`config.mk`:
```
export PLATFORM = sky130hd
export DESIGN_NAME = win_detector_flat
export DESIGN_NICKNAME = d
export VERILOG_FILES = /design/src/rtl/connect4_pkg.sv /design/src/rtl/win_detector_if.sv /design/src/rtl/win_detector_line_eval.sv /design/src/rtl/win_detector.sv /design/src/flat_wrapper.sv
export SDC_FILE = /design/constraint.sdc
export NUM_CORES = 1
export LEC_CHECK = 0
export CAP_MARGIN = 10
export CORE_UTILIZATION = 36
export CTS_CLUSTER_SIZE = 8
export DETAILED_ROUTE_END_ITERATION = 8
export GPL_TIMING_DRIVEN = 1
export PLACE_DENSITY = 0.69
export SLEW_MARGIN = 10
export SYNTH_ARGS = -nofsm -noshare
export SYNTH_HDL_FRONTEND = slang
export SYNTH_SLANG_ARGS = --single-unit
export TNS_END_PERCENT = 50
```
`constraint.sdc`:
```
create_clock -name clk -period 4.1 [get_ports clk]
set_input_delay 0.82 -clock clk [delete_from_list [all_inputs] [get_ports clk]]
set_output_delay 0.82 -clock clk [all_outputs]
set_load 0.01 [all_outputs]
```
`src/rtl/connect4_pkg.sv`:
```
// connect4_pkg: shared types and constants for the connect-four board logic.
// Holds the status encodings, the win-detector state enum, board geometry
// and the table that maps each candidate line to its four cell indices.
package connect4_pkg;

    localparam int ROWS    = 4;
    localparam int COLS    = 4;
    localparam int BOARD_W = ROWS * COLS;

    typedef enum logic [1:0] {
        ST_PLAYING = 2'b00,
        ST_P1_WIN  = 2'b01,
        ST_P2_WIN  = 2'b10,
        ST_DRAW    = 2'b11
    } status_t;

    typedef enum logic [1:0] {
        S_IDLE = 2'd0,
        S_SCAN = 2'd1,
        S_DONE = 2'd2
    } state_t;

    // Cell index = row*4 + col, row 0 at the bottom.
    // Lines 0-3 are rows, 4-7 columns, 8 the diagonal, 9 the anti-diagonal.
    localparam logic [3:0] LINE_CELLS [10][4] = '{
        '{4'd0,  4'd1,  4'd2,  4'd3 },
        '{4'd4,  4'd5,  4'd6,  4'd7 },
        '{4'd8,  4'd9,  4'd10, 4'd11},
        '{4'd12, 4'd13, 4'd14, 4'd15},
        '{4'd0,  4'd4,  4'd8,  4'd12},
        '{4'd1,  4'd5,  4'd9,  4'd13},
        '{4'd2,  4'd6,  4'd10, 4'd14},
        '{4'd3,  4'd7,  4'd11, 4'd15},
        '{4'd0,  4'd5,  4'd10, 4'd15},
        '{4'd3,  4'd6,  4'd9,  4'd12}
    };

endpackage

```
`src/rtl/win_detector_if.sv`:
```
// win_detector_if: start strobe, board maps and result signals of the win
// detector. The producer of the board (and consumer of the result) uses the
// master modport; the detector itself uses the slave modport.
interface win_detector_if;
    import connect4_pkg::*;

    logic               start;
    logic [BOARD_W-1:0] in_gameboard;
    logic [BOARD_W-1:0] in_players_cells;
    logic [1:0]         out_game_status;
    logic               busy;
    logic               done;
    logic [3:0]         win_line;

    modport master (
        output start, in_gameboard, in_players_cells,
        input  out_game_status, busy, done, win_line
    );

    modport slave (
        input  start, in_gameboard, in_players_cells,
        output out_game_status, busy, done, win_line
    );

endinterface

```
`src/rtl/win_detector_line_eval.sv`:
```
// line_eval: decides whether one four-cell line is a win. A line wins when
// all four cells are occupied and all four share one owner.
module line_eval (
    input  logic [3:0] occ,
    input  logic [3:0] own,
    output logic       win,
    output logic       owner
);

    assign win   = (&occ) && ((&own) || (~|own));
    assign owner = own[0];

endmodule

```
`src/rtl/win_detector.sv`:
```
// win_detector: snapshots the board on start and checks one candidate line
// per clock, in ascending order, reporting the first winning line, a draw on
// a full board, or "still playing". Terminal results hold until reset.
// Build option: define WIN_DIAG_EN to include the two diagonals (10 lines);
// otherwise only rows and columns are scanned (8 lines).
module win_detector
    import connect4_pkg::*;
(
    input  logic           clk,
    input  logic           reset,
    win_detector_if.slave  bus
);

`ifdef WIN_DIAG_EN
    localparam int NUM_LINES = 10;
`else
    localparam int NUM_LINES = 8;
`endif
    localparam logic [3:0] LAST_IDX = 4'(NUM_LINES - 1);

    state_t             state, state_nx;
    logic [3:0]         idx, idx_nx;
    logic [BOARD_W-1:0] snap_board, snap_board_nx;
    logic [BOARD_W-1:0] snap_cells, snap_cells_nx;
    status_t            status, status_nx;
    logic [3:0]         win_line, win_line_nx;

    logic [3:0] line_occ;
    logic [3:0] line_own;
    logic       line_win;
    logic       line_owner;

    // Pick the four cells of the line under the counter from the snapshot.
    assign line_occ = {snap_board[LINE_CELLS[idx][3]], snap_board[LINE_CELLS[idx][2]],
                       snap_board[LINE_CELLS[idx][1]], snap_board[LINE_CELLS[idx][0]]};
    assign line_own = {snap_cells[LINE_CELLS[idx][3]], snap_cells[LINE_CELLS[idx][2]],
                       snap_cells[LINE_CELLS[idx][1]], snap_cells[LINE_CELLS[idx][0]]};

    line_eval u_line_eval (
        .occ   (line_occ),
        .own   (line_own),
        .win   (line_win),
        .owner (line_owner)
    );

    // Next-state and datapath decisions for the IDLE/SCAN/DONE sequence.
    always_comb begin
        // NOTE: every signal gets a default before the case so no path leaves it unassigned (no latch).
        state_nx      = state;
        idx_nx        = idx;
        snap_board_nx = snap_board;
        snap_cells_nx = snap_cells;
        status_nx     = status;
        win_line_nx   = win_line;
        unique case (state)
            S_IDLE: begin
                if (bus.start && status == ST_PLAYING) begin
                    snap_board_nx = bus.in_gameboard;
                    snap_cells_nx = bus.in_players_cells;
                    idx_nx        = 4'd0;
                    state_nx      = S_SCAN;
                end
            end
            S_SCAN: begin
                if (line_win) begin
                    status_nx   = line_owner ? ST_P2_WIN : ST_P1_WIN;
                    win_line_nx = idx;
                    state_nx    = S_DONE;
                end else if (idx == LAST_IDX) begin
                    status_nx   = (&snap_board) ? ST_DRAW : ST_PLAYING;
                    win_line_nx = 4'd0;
                    state_nx    = S_DONE;
                end else begin
                    idx_nx = idx + 4'd1;
                end
            end
            S_DONE: state_nx = S_IDLE;
            default: state_nx = S_IDLE;
        endcase
    end

    // State and datapath registers with synchronous reset.
    always_ff @(posedge clk) begin
        if (reset) begin
            // NOTE: the snapshot registers are plain flops, so clearing them on reset is cheap and keeps state deterministic.
            state      <= S_IDLE;
            idx        <= 4'd0;
            snap_board <= '0;
            snap_cells <= '0;
            status     <= ST_PLAYING;
            win_line   <= 4'd0;
        end else begin
            // NOTE: non-blocking assignments so all registers update from the same pre-edge values.
            state      <= state_nx;
            idx        <= idx_nx;
            snap_board <= snap_board_nx;
            snap_cells <= snap_cells_nx;
            status     <= status_nx;
            win_line   <= win_line_nx;
        end
    end

    assign bus.out_game_status = status;
    assign bus.win_line        = win_line;
    assign bus.busy            = (state == S_SCAN);
    assign bus.done            = (state == S_DONE);

endmodule

```
`src/flat_wrapper.sv`:
```
// flat-port wrapper written by rule: the top's interface ports become plain ports
module win_detector_flat import connect4_pkg::*;
  (clk, reset, bus_start, bus_in_gameboard, bus_in_players_cells, bus_out_game_status, bus_busy, bus_done, bus_win_line);
  win_detector_if bus_i ();
  input  logic clk;
  input  logic reset;
  input wire logic [$bits(bus_i.start)-1:0] bus_start;
  input wire logic [$bits(bus_i.in_gameboard)-1:0] bus_in_gameboard;
  input wire logic [$bits(bus_i.in_players_cells)-1:0] bus_in_players_cells;
  output wire logic [$bits(bus_i.out_game_status)-1:0] bus_out_game_status;
  output wire logic [$bits(bus_i.busy)-1:0] bus_busy;
  output wire logic [$bits(bus_i.done)-1:0] bus_done;
  output wire logic [$bits(bus_i.win_line)-1:0] bus_win_line;
  assign bus_i.start = bus_start;
  assign bus_i.in_gameboard = bus_in_gameboard;
  assign bus_i.in_players_cells = bus_in_players_cells;
  assign bus_out_game_status = bus_i.out_game_status;
  assign bus_busy = bus_i.busy;
  assign bus_done = bus_i.done;
  assign bus_win_line = bus_i.win_line;
  win_detector u_core (.clk(clk), .reset(reset), .bus(bus_i));
endmodule
```
==> flow_metrics.env, run 1 <==
export IMPL_dr_total_vias=2325
export IMPL_place_worst_setup_slack_ns=1.07
export IMPL_layout_cells_most_common="sky130_fd_sc_hd__nand2_1"
export IMPL_endpoint_kind="register"
export IMPL_failed_checks="DRC"
export IMPL_finalInstanceArea_um2=2930
export IMPL_worstPathArrival_ns=3.28
export IMPL_final_core_util=0.457
export IMPL_worstSkewPairLatency_ns=0.29
export IMPL_synthesis_area_per_instance_um2=7.59
export IMPL_placedCellCount=419
export IMPL_cts_hold_repair_buffers=0
export IMPL_cts_root_buffer_cell="sky130_fd_sc_hd__clkbuf_8"
export IMPL_cp_required_ns=4.29
export IMPL_postCtsSetupBuffers=0
export IMPL_critical_path_source="u_core.idx[0]$_SDFFE_PP0P_"
export IMPL_tritoncts="done"
export IMPL_critical_path_reg2reg_startpoint="u_core.idx[0]$_SDFFE_PP0P_"
export IMPL_placement_io_buffers=42
export IMPL_synth_top_cell_by_area="sky130_fd_sc_hd__dfxtp_1"
export IMPL_final_cell_count_no_fill=426
export IMPL_category_of_the_critical_setup_timing_path="register to register"
export IMPL_synth_top_area_share=0.364
export IMPL_detailroute_wirelength_met2_um=2960
export IMPL_fp_row_count=29
export IMPL_grt_pass1_wl_um=10500
export IMPL_global_route_overflow_total=0
export IMPL_finish_net_count=385
export IMPL_setup_violations=0
export IMPL_mappedNetlistArea_um2=2420
export IMPL_sequential_share_of_the_synthesized_area=0.364
export IMPL_die_width_um=84.0
export IMPL_synth_edf_count=0
export IMPL_final_hold_worst_slack_ns=0.462
export IMPL_grt_usage=0.184
export IMPL_max_clock_freq_ghz=0.323
export IMPL_asyncSetResetFlopFracSynth=0
export IMPL_drt_pre_antenna_iters=6
export IMPL_yosys_most_used_dff="sky130_fd_sc_hd__dfxtp_1"
export IMPL_final_worst_setup_slack_ns=1.01
export IMPL_grt_pass1_vias=2215
export IMPL_run_status="finished with violations"
export IMPL_dpl_cell_area_um2=2860
export IMPL_hold_path_depth=2
export IMPL_final_cell_mix="sky130_fd_sc_hd__nand2_1 (80), sky130_fd_sc_hd__dfxtp_1 (44), sky130_fd_sc_hd__clkdlybuf4s50_1 (42)"
export IMPL_final_period_utilization=0.754
export IMPL_cts_path_max_buffers=2
export IMPL_post_synth_num_cell_types=57
export IMPL_tns_ns=0
export IMPL_count_of_cells_along_the_worst_register_to_register_path=8
export IMPL_post_route_cells_drive_above_1_share=0.0745
export IMPL_antenna_violating_nets_post_route=0
export IMPL_vias_per_cell=5.46
export IMPL_finalWorstPathRequiredPeriod_ns=3.09
export IMPL_worst_slew_pin_transition_ns=1.10
export IMPL_cts_reportedPaths_clkPinSlew_ns=0.08
export IMPL_floorplan_initialDensity=0.377
export IMPL_cts_sinks=44
export IMPL_detailroute_wirelength_met3_um=208
export IMPL_ys_top_cells_by_area="sky130_fd_sc_hd__dfxtp_1 (36%), sky130_fd_sc_hd__nand2_1 (12%), sky130_fd_sc_hd__a21oi_1 (8.5%)"
export IMPL_chipHeight_um=84.0
export IMPL_drt_initial_drc_count=155
export IMPL_dp_hpwl_um=4160
export IMPL_maxSlewViolCount=0
export IMPL_timing_hold_violations_final=0
export IMPL_grt_setup_unrepaired="no"
export IMPL_relSlewSlack=0.263
export IMPL_die_area_um2=7050
export IMPL_power_static_leakage_nw=1.03
export IMPL_cp_max_fo=32
export IMPL_routabilityCongestion=0.908
export IMPL_num_fill_cells=645
export IMPL_mappedNetlistNets=355
export IMPL_timing_clock_skew_ns=0.00371
export IMPL_synthesis_instances=319
export IMPL_start_kind="register"
export IMPL_routed_wirelength_um=5940
export IMPL_number_of_h_tree_levels=2
export IMPL_fp_coreArea_um2=6420
export IMPL_numCtsBuffers=5
export IMPL_cts_resized=0
export IMPL_grt_max_degree=39
export IMPL_power_total_mw=0.878
export IMPL_maxCapViolCount=0
export IMPL_hold_path_startpoint="u_core.snap_cells[14]$_SDFFE_PP0P_"
export IMPL_power_density_nw_per_um2=299
export IMPL_detail_route_wirelength_met1_um=2670
export IMPL_postSynthRegisterBits=44
export IMPL_wl_per_cell_um=13.9
export IMPL_io_pins=43
export IMPL_num_antenna_cells=0
export IMPL_hold_path_class="register to register"
export IMPL_grt_antenna_before_repair=0
export IMPL_number_of_synthesis_warnings=0
export IMPL_remaining_drc_errors=4
export IMPL_topRoutingLayerUsed="met4"
export IMPL_syn_to_final_growth_pct=21.3
export IMPL_max_vdd_ir_drop_mv=0.165
## state kept, by name, indices dropped and copies added (netlist names)
| register | flops |
|---|---|
| u_core.bus.out_game_status | 2 |
| u_core.idx | 4 |
| u_core.snap_cells | 16 |
| u_core.bus.win_line | 4 |
| u_core.state | 2 |
| u_core.snap_board | 16 |
## per-layer routing
metal | global-route usage | up-vias
met5 | 0 | -
met4 | 0.0705 | 0
met3 | 0.0396 | 6
met2 | 0.310 | 45
met1 | 0.229 | 1074
li1 | - | 1200
## worst max-delay path: stages (launching register included)
cell and delay, ns:
sky130_fd_sc_hd__dfxtp_1 0.99, sky130_fd_sc_hd__nand2_1 0.36, sky130_fd_sc_hd__o221a_2 0.35, sky130_fd_sc_hd__o22ai_2 0.15, sky130_fd_sc_hd__o41ai_2 0.15, sky130_fd_sc_hd__and4_4 0.22
sky130_fd_sc_hd__o21ai_2 0.27, sky130_fd_sc_hd__nand3_1 0.19, sky130_fd_sc_hd__a41o_1 0.30
## synthesized netlist by cell type (3+ instances only)
library cell / count
sky130_fd_sc_hd__nand2_1: 80
sky130_fd_sc_hd__nand4_1: 5
sky130_fd_sc_hd__a311oi_1: 4
sky130_fd_sc_hd__inv_1: 7
sky130_fd_sc_hd__a32o_1: 4
sky130_fd_sc_hd__nand2b_1: 7
sky130_fd_sc_hd__buf_2: 7
sky130_fd_sc_hd__and3_1: 3
sky130_fd_sc_hd__nor2_1: 8
sky130_fd_sc_hd__nor3_1: 3
sky130_fd_sc_hd__a21oi_1: 41
sky130_fd_sc_hd__nand3_1: 12
sky130_fd_sc_hd__and2_1: 3
sky130_fd_sc_hd__dfxtp_1: 44
sky130_fd_sc_hd__o21ai_0: 14
sky130_fd_sc_hd__clkbuf_1: 12
sky130_fd_sc_hd__buf_4: 4
sky130_fd_sc_hd__nor2b_1: 10
sky130_fd_sc_hd__a211oi_1: 3
## power breakdown
| part | total, mW | switching (mW) | internal [mW] |
|---|---|---|---|
| Combinational | 0.149 | 0.0725 | 0.0763 |
| Clock | 0.254 | 0.138 | 0.116 |
| Sequential | 0.476 | 0.0272 | 0.448 |
| Total | 0.878 | 0.237 | 0.641 |
## final cells by class
type	count	area (µm²)	share of cell area
Clock buffer	6	72.6	0.0247
Clock inverter	1	5.00	0.00171
Tap cell	77	96.3	0.0328
Sequential cell	44	881	0.300
Multi-Input combinational cell	243	1400	0.475
Inverter	9	33.8	0.0115
Timing Repair Buffer	46	450	0.154
## cell families after synthesis
logic type                 Yosys count  synth area share
and+or+nand+nor                    146             0.297
AOI/OAI and AO/OA                   93             0.256
DFF                                 44             0.364
buffers and inverters               32            0.0595
muxes                                3            0.0176
adders and majority gates            1           0.00517
## path summary, 6_finish.rpt
kind / to / slack (ns)
worst max-delay path: u_core.idx[1]$_SDFFE_PP0P_ / 1.01
worst min-delay path: u_core.snap_cells[14]$_SDFFE_PP0P_ / 0.46
worst max register to register: u_core.idx[1]$_SDFFE_PP0P_ / 1.01
worst min register to register: u_core.snap_cells[14]$_SDFFE_PP0P_ / 0.46
Power figures use the tool's default switching activity.
==> inputs of run 2 (changes only) <==
PLACE_DENSITY = 0.71   (was 0.69)
clock period = 2.6 ns   (was 4.1 ns; I/O delays follow)
==> flow_metrics.env, run 2 (synthesized netlist as in run 1, its figures left out) <==
export IMPL_run_status="finished with violations"
export IMPL_failed_checks="DRC"
export IMPL_wl_per_cell_um=14.1
export IMPL_hold_path_endpoint="u_core.snap_cells[14]$_SDFFE_PP0P_"
export IMPL_numCtsBuffers=5
export IMPL_routed_wirelength_um=6230
export IMPL_count_of_cells_along_the_worst_register_to_register_path=8
export IMPL_hold_path_startpoint="u_core.snap_cells[14]$_SDFFE_PP0P_"
export IMPL_dp_hpwl_um=4690
export IMPL_worstSkewPairLatency_ns=0.29
export IMPL_maxCapViolCount=0
export IMPL_cts_sinks=44
export IMPL_grt_pass1_vias=2358
export IMPL_final_cell_mix="sky130_fd_sc_hd__nand2_1 (80), sky130_fd_sc_hd__clkdlybuf4s50_1 (42), sky130_fd_sc_hd__dfxtp_1 (42)"
export IMPL_drt_initial_drc_count=145
export IMPL_endpoint_kind="register"
export IMPL_relSlewSlack=0.620
export IMPL_fp_row_count=29
export IMPL_power_total_mw=1.44
export IMPL_final_period_utilization=0.939
export IMPL_postCtsSetupBuffers=0
export IMPL_global_route_overflow_total=0
export IMPL_timing_critical_path_cells="and3b_1 > mux4_2 > o22ai_2 > o41ai_2 > and4_4 > o21ai_2 > nand3_1 > a41o_1"
export IMPL_drt_pre_antenna_iters=6
export IMPL_grt_setup_unrepaired="no"
export IMPL_cp_max_fo=15
export IMPL_remaining_drc_errors=6
export IMPL_max_vdd_ir_drop_mv=0.264
export IMPL_hold_path_class="register to register"
export IMPL_category_of_the_critical_setup_timing_path="register to register"
export IMPL_finalWorstPathRequiredPeriod_ns=2.44
export IMPL_cts_reportedPaths_clkPinSlew_ns=0.08
export IMPL_finish_net_count=400
export IMPL_vias_per_cell=5.45
export IMPL_post_route_cells_drive_above_1_share=0.123
export IMPL_grt_usage=0.187
export IMPL_routabilityCongestion=0.938
export IMPL_num_antenna_cells=0
export IMPL_die_area_um2=7050
export IMPL_layout_cells_most_common="sky130_fd_sc_hd__nand2_1"
export IMPL_largest_registers="u_core.snap_board x16, u_core.snap_cells x16"
export IMPL_grt_antenna_before_repair=0
export IMPL_slowest_stage="sky130_fd_sc_hd__mux4_2"
export IMPL_start_kind="register"
export IMPL_critical_path_reg2reg_startpoint="u_core.idx[2]$_SDFFE_PP0P_"
export IMPL_power_static_leakage_nw=1.12
export IMPL_power_density_nw_per_um2=469
export IMPL_maxSlewViolCount=0
export IMPL_tritoncts="done"
export IMPL_cp_slowest_stage_delay_ns=0.47
export IMPL_hold_path_depth=2
export IMPL_timing_hold_violations_final=0
export IMPL_worst_r2r_setup_slack_ns=0.16
export IMPL_antenna_violating_nets_post_route=0
export IMPL_worstPathArrival_ns=2.63
export IMPL_setup_violations=0
export IMPL_grt_max_degree=38
export IMPL_critical_path_reg2reg_endpoint="u_core.idx[1]$_SDFFE_PP0P_"
export IMPL_floorplan_initialDensity=0.377
export IMPL_placement_io_buffers=42
export IMPL_fp_coreArea_um2=6420
export IMPL_grt_pass1_wl_um=10700
export IMPL_max_clock_freq_ghz=0.410
export IMPL_cts_path_max_buffers=2
export IMPL_tns_ns=0
export IMPL_cts_root_buffer_cell="sky130_fd_sc_hd__clkbuf_8"
export IMPL_die_width_um=84.0
export IMPL_chipHeight_um=84.0
export IMPL_cp_required_ns=2.79
export IMPL_dr_total_vias=2408
export IMPL_worst_slew_pin_transition_ns=0.571
export IMPL_syn_to_final_growth_pct=27.4
export IMPL_number_of_h_tree_levels=2
export IMPL_io_pins=43
export IMPL_timing_clock_skew_ns=0.00449
## run 2: how the worst max path moves through the flow
stage                               start                                         end  slack (ns)  cells after the start
3_3_place_gp   u_core.idx[2]$_SDFFE_PP0P_  u_core.bus.out_game_status[0]$_SDFFE_PP0P_        0.16                     10
2_1_floorplan  u_core.idx[0]$_SDFFE_PP0P_         u_core.bus.win_line[0]$_SDFFE_PP0P_        0.37                      8
6_report       u_core.idx[2]$_SDFFE_PP0P_                  u_core.idx[1]$_SDFFE_PP0P_        0.16                      8
5_1_grt        u_core.idx[1]$_SDFFE_PP0P_                  u_core.idx[1]$_SDFFE_PP0P_        0.02                      9
4_1_cts        u_core.idx[2]$_SDFFE_PP0P_                  u_core.idx[1]$_SDFFE_PP0P_        0.06                      8
3_5_place_dp   u_core.idx[2]$_SDFFE_PP0P_                  u_core.idx[1]$_SDFFE_PP0P_        0.08                      8
## run 2: final cells by class
cell class | instances | area (µm²)
fillers | 646 | 3340
multi-input cells | 243 | 1400
flip-flops and latches | 44 | 883
repair buffers | 61 | 576
well taps | 77 | 96.3
clock buffers | 8 | 90.1
inverters | 9 | 33.8
## run 2: through the flow
stage	hold WS [ns]	util	std cells	instance area, µm²	worst slack, ns
after floorplan	0.436	-	319	2420	0.372
after global placement	0.449	0.464	434	2980	0.159
after detailed placement	0.456	0.464	434	2980	0.0792
after CTS	0.468	0.478	442	3070	0.0645
after global routing	0.505	0.480	442	3080	0.0214
final	0.464	0.480	442	3080	0.158
## run 2: critical path: cells and delay by family, from the launching register on
kind            cells  cell delay [ns]
compound gates      4             0.86
flops               1             0.40
mux                 1             0.47
simple gates        3             0.60
## run 2: power breakdown
| group | leakage, nW | switching (mW) | total [mW] | internal (mW) |
|---|---|---|---|---|
| clock network | 0.0455 | 0.218 | 0.434 | 0.217 |
| logic | 0.716 | 0.131 | 0.269 | 0.137 |
| registers | 0.361 | 0.0339 | 0.741 | 0.707 |
## run 2: layer usage
| metal | track usage | share of wire | vias to the layer above |
|---|---|---|---|
| li1 | - | - | 1223 |
| met4 | 0.0423 | 0.0055 | 0 |
| met3 | 0.0366 | 0.041 | 4 |
| met2 | 0.329 | 0.49 | 60 |
| met5 | 0 | 0 | - |
| met1 | 0.235 | 0.46 | 1121 |
## run 2: repair_timing
item	4_1_cts	5_1_grt
hold buffers	0	0
endpoints found under the setup margin	0	8
gates resized for setup	0	4
==> inputs of run 3 (changes only) <==
==> constraint.sdc (replaced) <==
create_clock -name clk -period 2.6 [get_ports clk]
set_input_delay 0.52 -clock clk [delete_from_list [all_inputs] [get_ports clk]]
set_output_delay 0.52 -clock clk [all_outputs]
set_load 0.1 [all_outputs]
==> flow_metrics.env, run 3 (synthesized netlist as in run 1, its figures left out) <==
export IMPL_cts_path_max_buffers=2
export IMPL_cp_max_fo=11
export IMPL_num_fill_cells=638
export IMPL_syn_to_final_growth_pct=31.0
export IMPL_power_static_leakage_nw=1.20
export IMPL_global_route_overflow_total=0
export IMPL_endpoint_kind="register"
export IMPL_routed_wirelength_um=6250
export IMPL_worstSkewPairLatency_ns=0.30
export IMPL_routabilityCongestion=0.891
export IMPL_failed_checks="DRC"
export IMPL_final_period_utilization=0.938
export IMPL_cts_resized=0
export IMPL_power_switching_fraction=0.262
export IMPL_timing_critical_path_cells="buf_4 > nand2b_1 > buf_4 > o41ai_2 > and4_4 > o21a_2 > o21ai_2 > a32o_1"
export IMPL_timing_clock_skew_ns=0.00816
export IMPL_worst_slew_pin_transition_ns=0.577
export IMPL_seqPwrFrac=0.480
export IMPL_power_density_nw_per_um2=487
export IMPL_category_of_the_critical_setup_timing_path="register to register"
export IMPL_remaining_drc_errors=3
export IMPL_multi_input_logic_area_um2=1410
export IMPL_drt_pre_antenna_iters=6
export IMPL_relSlewSlack=0.615
export IMPL_timing_hold_violations_final=0
export IMPL_pwr_share_comb=0.188
export IMPL_final_cell_count_no_fill=451
export IMPL_worstPathArrival_ns=2.63
export IMPL_start_kind="register"
export IMPL_vias_per_cell=5.33
export IMPL_cts_sinks=44
export IMPL_hold_path_class="register to register"
export IMPL_critical_path_source="u_core.idx[3]$_SDFFE_PP0P_"
export IMPL_tritoncts="done"
export IMPL_maxSlewViolCount=0
export IMPL_num_antenna_cells=0
export IMPL_max_vdd_ir_drop_mv=0.299
export IMPL_cpLargestDelayFamily="compound AO/OA/AOI/OAI gates"
export IMPL_internal_power_mw=1.14
export IMPL_fp_row_count=29
export IMPL_floorplan_initialDensity=0.377
export IMPL_finalWorstPathRequiredPeriod_ns=2.44
export IMPL_cp_required_ns=2.79
export IMPL_switching_power_mw=0.405
export IMPL_number_of_h_tree_levels=2
export IMPL_critical_path_reg2reg_startpoint="u_core.idx[3]$_SDFFE_PP0P_"
export IMPL_io_pins=43
export IMPL_crit_buf_inv=2
export IMPL_grt_setup_unrepaired="no"
export IMPL_cp_slowest_stage_delay_ns=0.50
export IMPL_finish_net_count=409
export IMPL_dr_total_vias=2405
export IMPL_grt_max_degree=24
export IMPL_postCtsSetupBuffers=0
export IMPL_die_area_um2=7050
export IMPL_numCtsBuffers=5
export IMPL_setup_violations=0
export IMPL_run_status="finished with violations"
export IMPL_grt_antenna_before_repair=0
export IMPL_wl_per_cell_um=13.9
export IMPL_maxCapViolCount=0
export IMPL_max_clock_freq_ghz=0.410
export IMPL_power_total_mw=1.54
export IMPL_die_width_um=84.0
export IMPL_chipHeight_um=84.0
export IMPL_antenna_violating_nets_post_route=0
export IMPL_fp_coreArea_um2=6420
export IMPL_grt_pass1_wl_um=10900
export IMPL_cts_hold_repair_buffers=0
export IMPL_placedCellCount=443
export IMPL_largest_registers="u_core.snap_board x16, u_core.snap_cells x16"
export IMPL_dp_hpwl_um=4830
export IMPL_final_cell_mix="sky130_fd_sc_hd__nand2_1 (80), sky130_fd_sc_hd__a21oi_1 (41), sky130_fd_sc_hd__dfxtp_1 (41)"
export IMPL_cts_reportedPaths_clkPinSlew_ns=0.08
export IMPL_drt_initial_drc_count=197
export IMPL_layout_cells_most_common="sky130_fd_sc_hd__nand2_1"
export IMPL_hold_path_startpoint="u_core.snap_cells[14]$_SDFFE_PP0P_"
export IMPL_power_share_clock=0.332
export IMPL_post_route_cells_drive_above_1_share=0.174
export IMPL_slowest_stage="sky130_fd_sc_hd__o41ai_2"
export IMPL_cts_root_buffer_cell="sky130_fd_sc_hd__clkbuf_8"
export IMPL_grt_pass1_vias=2299
export IMPL_grt_usage=0.190
export IMPL_tns_ns=0
export IMPL_seqCellArea_um2=885
export IMPL_crit_top_cell="sky130_fd_sc_hd__buf_4"
export IMPL_placement_io_buffers=42
run 3: changes by cell type in the layout (fill, tap and decap cells not counted), sizes merged:
cell / before / now
clkbuf: 8 / 6
bufinv: 0 / 1
clkinv: 1 / 2
clkdlybuf4s50: 42 / 34
buf: 19 / 36
run 3: worst register-to-register path, delay by kind of cell, from the launching register on:
family / cells / cell delay [ns]
buffers and inverters: 2 / 0.36
DFF: 1 / 0.37
AOI/OAI and AO/OA: 4 / 1.09
and+or+nand+nor: 2 / 0.53
run 3: final cells by class:
class	instances	share of cell area
Tap cell	77	0.0304
Clock inverter	2	0.0110
Timing Repair Buffer	70	0.200
Clock buffer	6	0.0229
Sequential cell	44	0.279
Inverter	9	0.0107
Multi-Input combinational cell	243	0.446
run 3: path summary, 6_finish.rpt:
path	cells past startpoint	slack, ns	to
setup / recovery	8	0.16	u_core.bus.win_line[0]$_SDFFE_PP0P_
hold / removal	2	0.46	u_core.snap_cells[14]$_SDFFE_PP0P_
setup reg to reg	8	0.16	u_core.bus.win_line[0]$_SDFFE_PP0P_
hold reg to reg	2	0.46	u_core.snap_cells[14]$_SDFFE_PP0P_
run 3: power by group through the flow:
stage                     logic [mW]  registers [mW]  clock network, mW
after floorplan                0.180           0.742                  0
after detailed placement       0.288           0.756                  0
after CTS                      0.289           0.741              0.526
after global placement         0.284           0.756                  0
after global routing           0.322           0.747              0.558
final                          0.291           0.741              0.513
run 3: through the flow:
| step | hold WS (ns) | setup WS [ns] | area (µm²) | util |
|---|---|---|---|---|
| after floorplan | 0.436 | 0.323 | 2420 | - |
| after global placement | 0.450 | 0.128 | 3040 | 0.474 |
| after detailed placement | 0.448 | 0.0948 | 3040 | 0.474 |
| after CTS | 0.460 | 0.0827 | 3150 | 0.490 |
| after global routing | 0.485 | 0.0144 | 3170 | 0.494 |
| final | 0.457 | 0.160 | 3170 | 0.494 |
run 3: routing by layer:
| layer | part of all wire | track usage | up-vias |
|---|---|---|---|
| met5 | 0 | 0 | - |
| met4 | 0.015 | 0.0533 | 0 |
| met3 | 0.035 | 0.0386 | 9 |
| met2 | 0.48 | 0.328 | 44 |
| met1 | 0.47 | 0.239 | 1110 |
| li1 | - | - | 1242 |
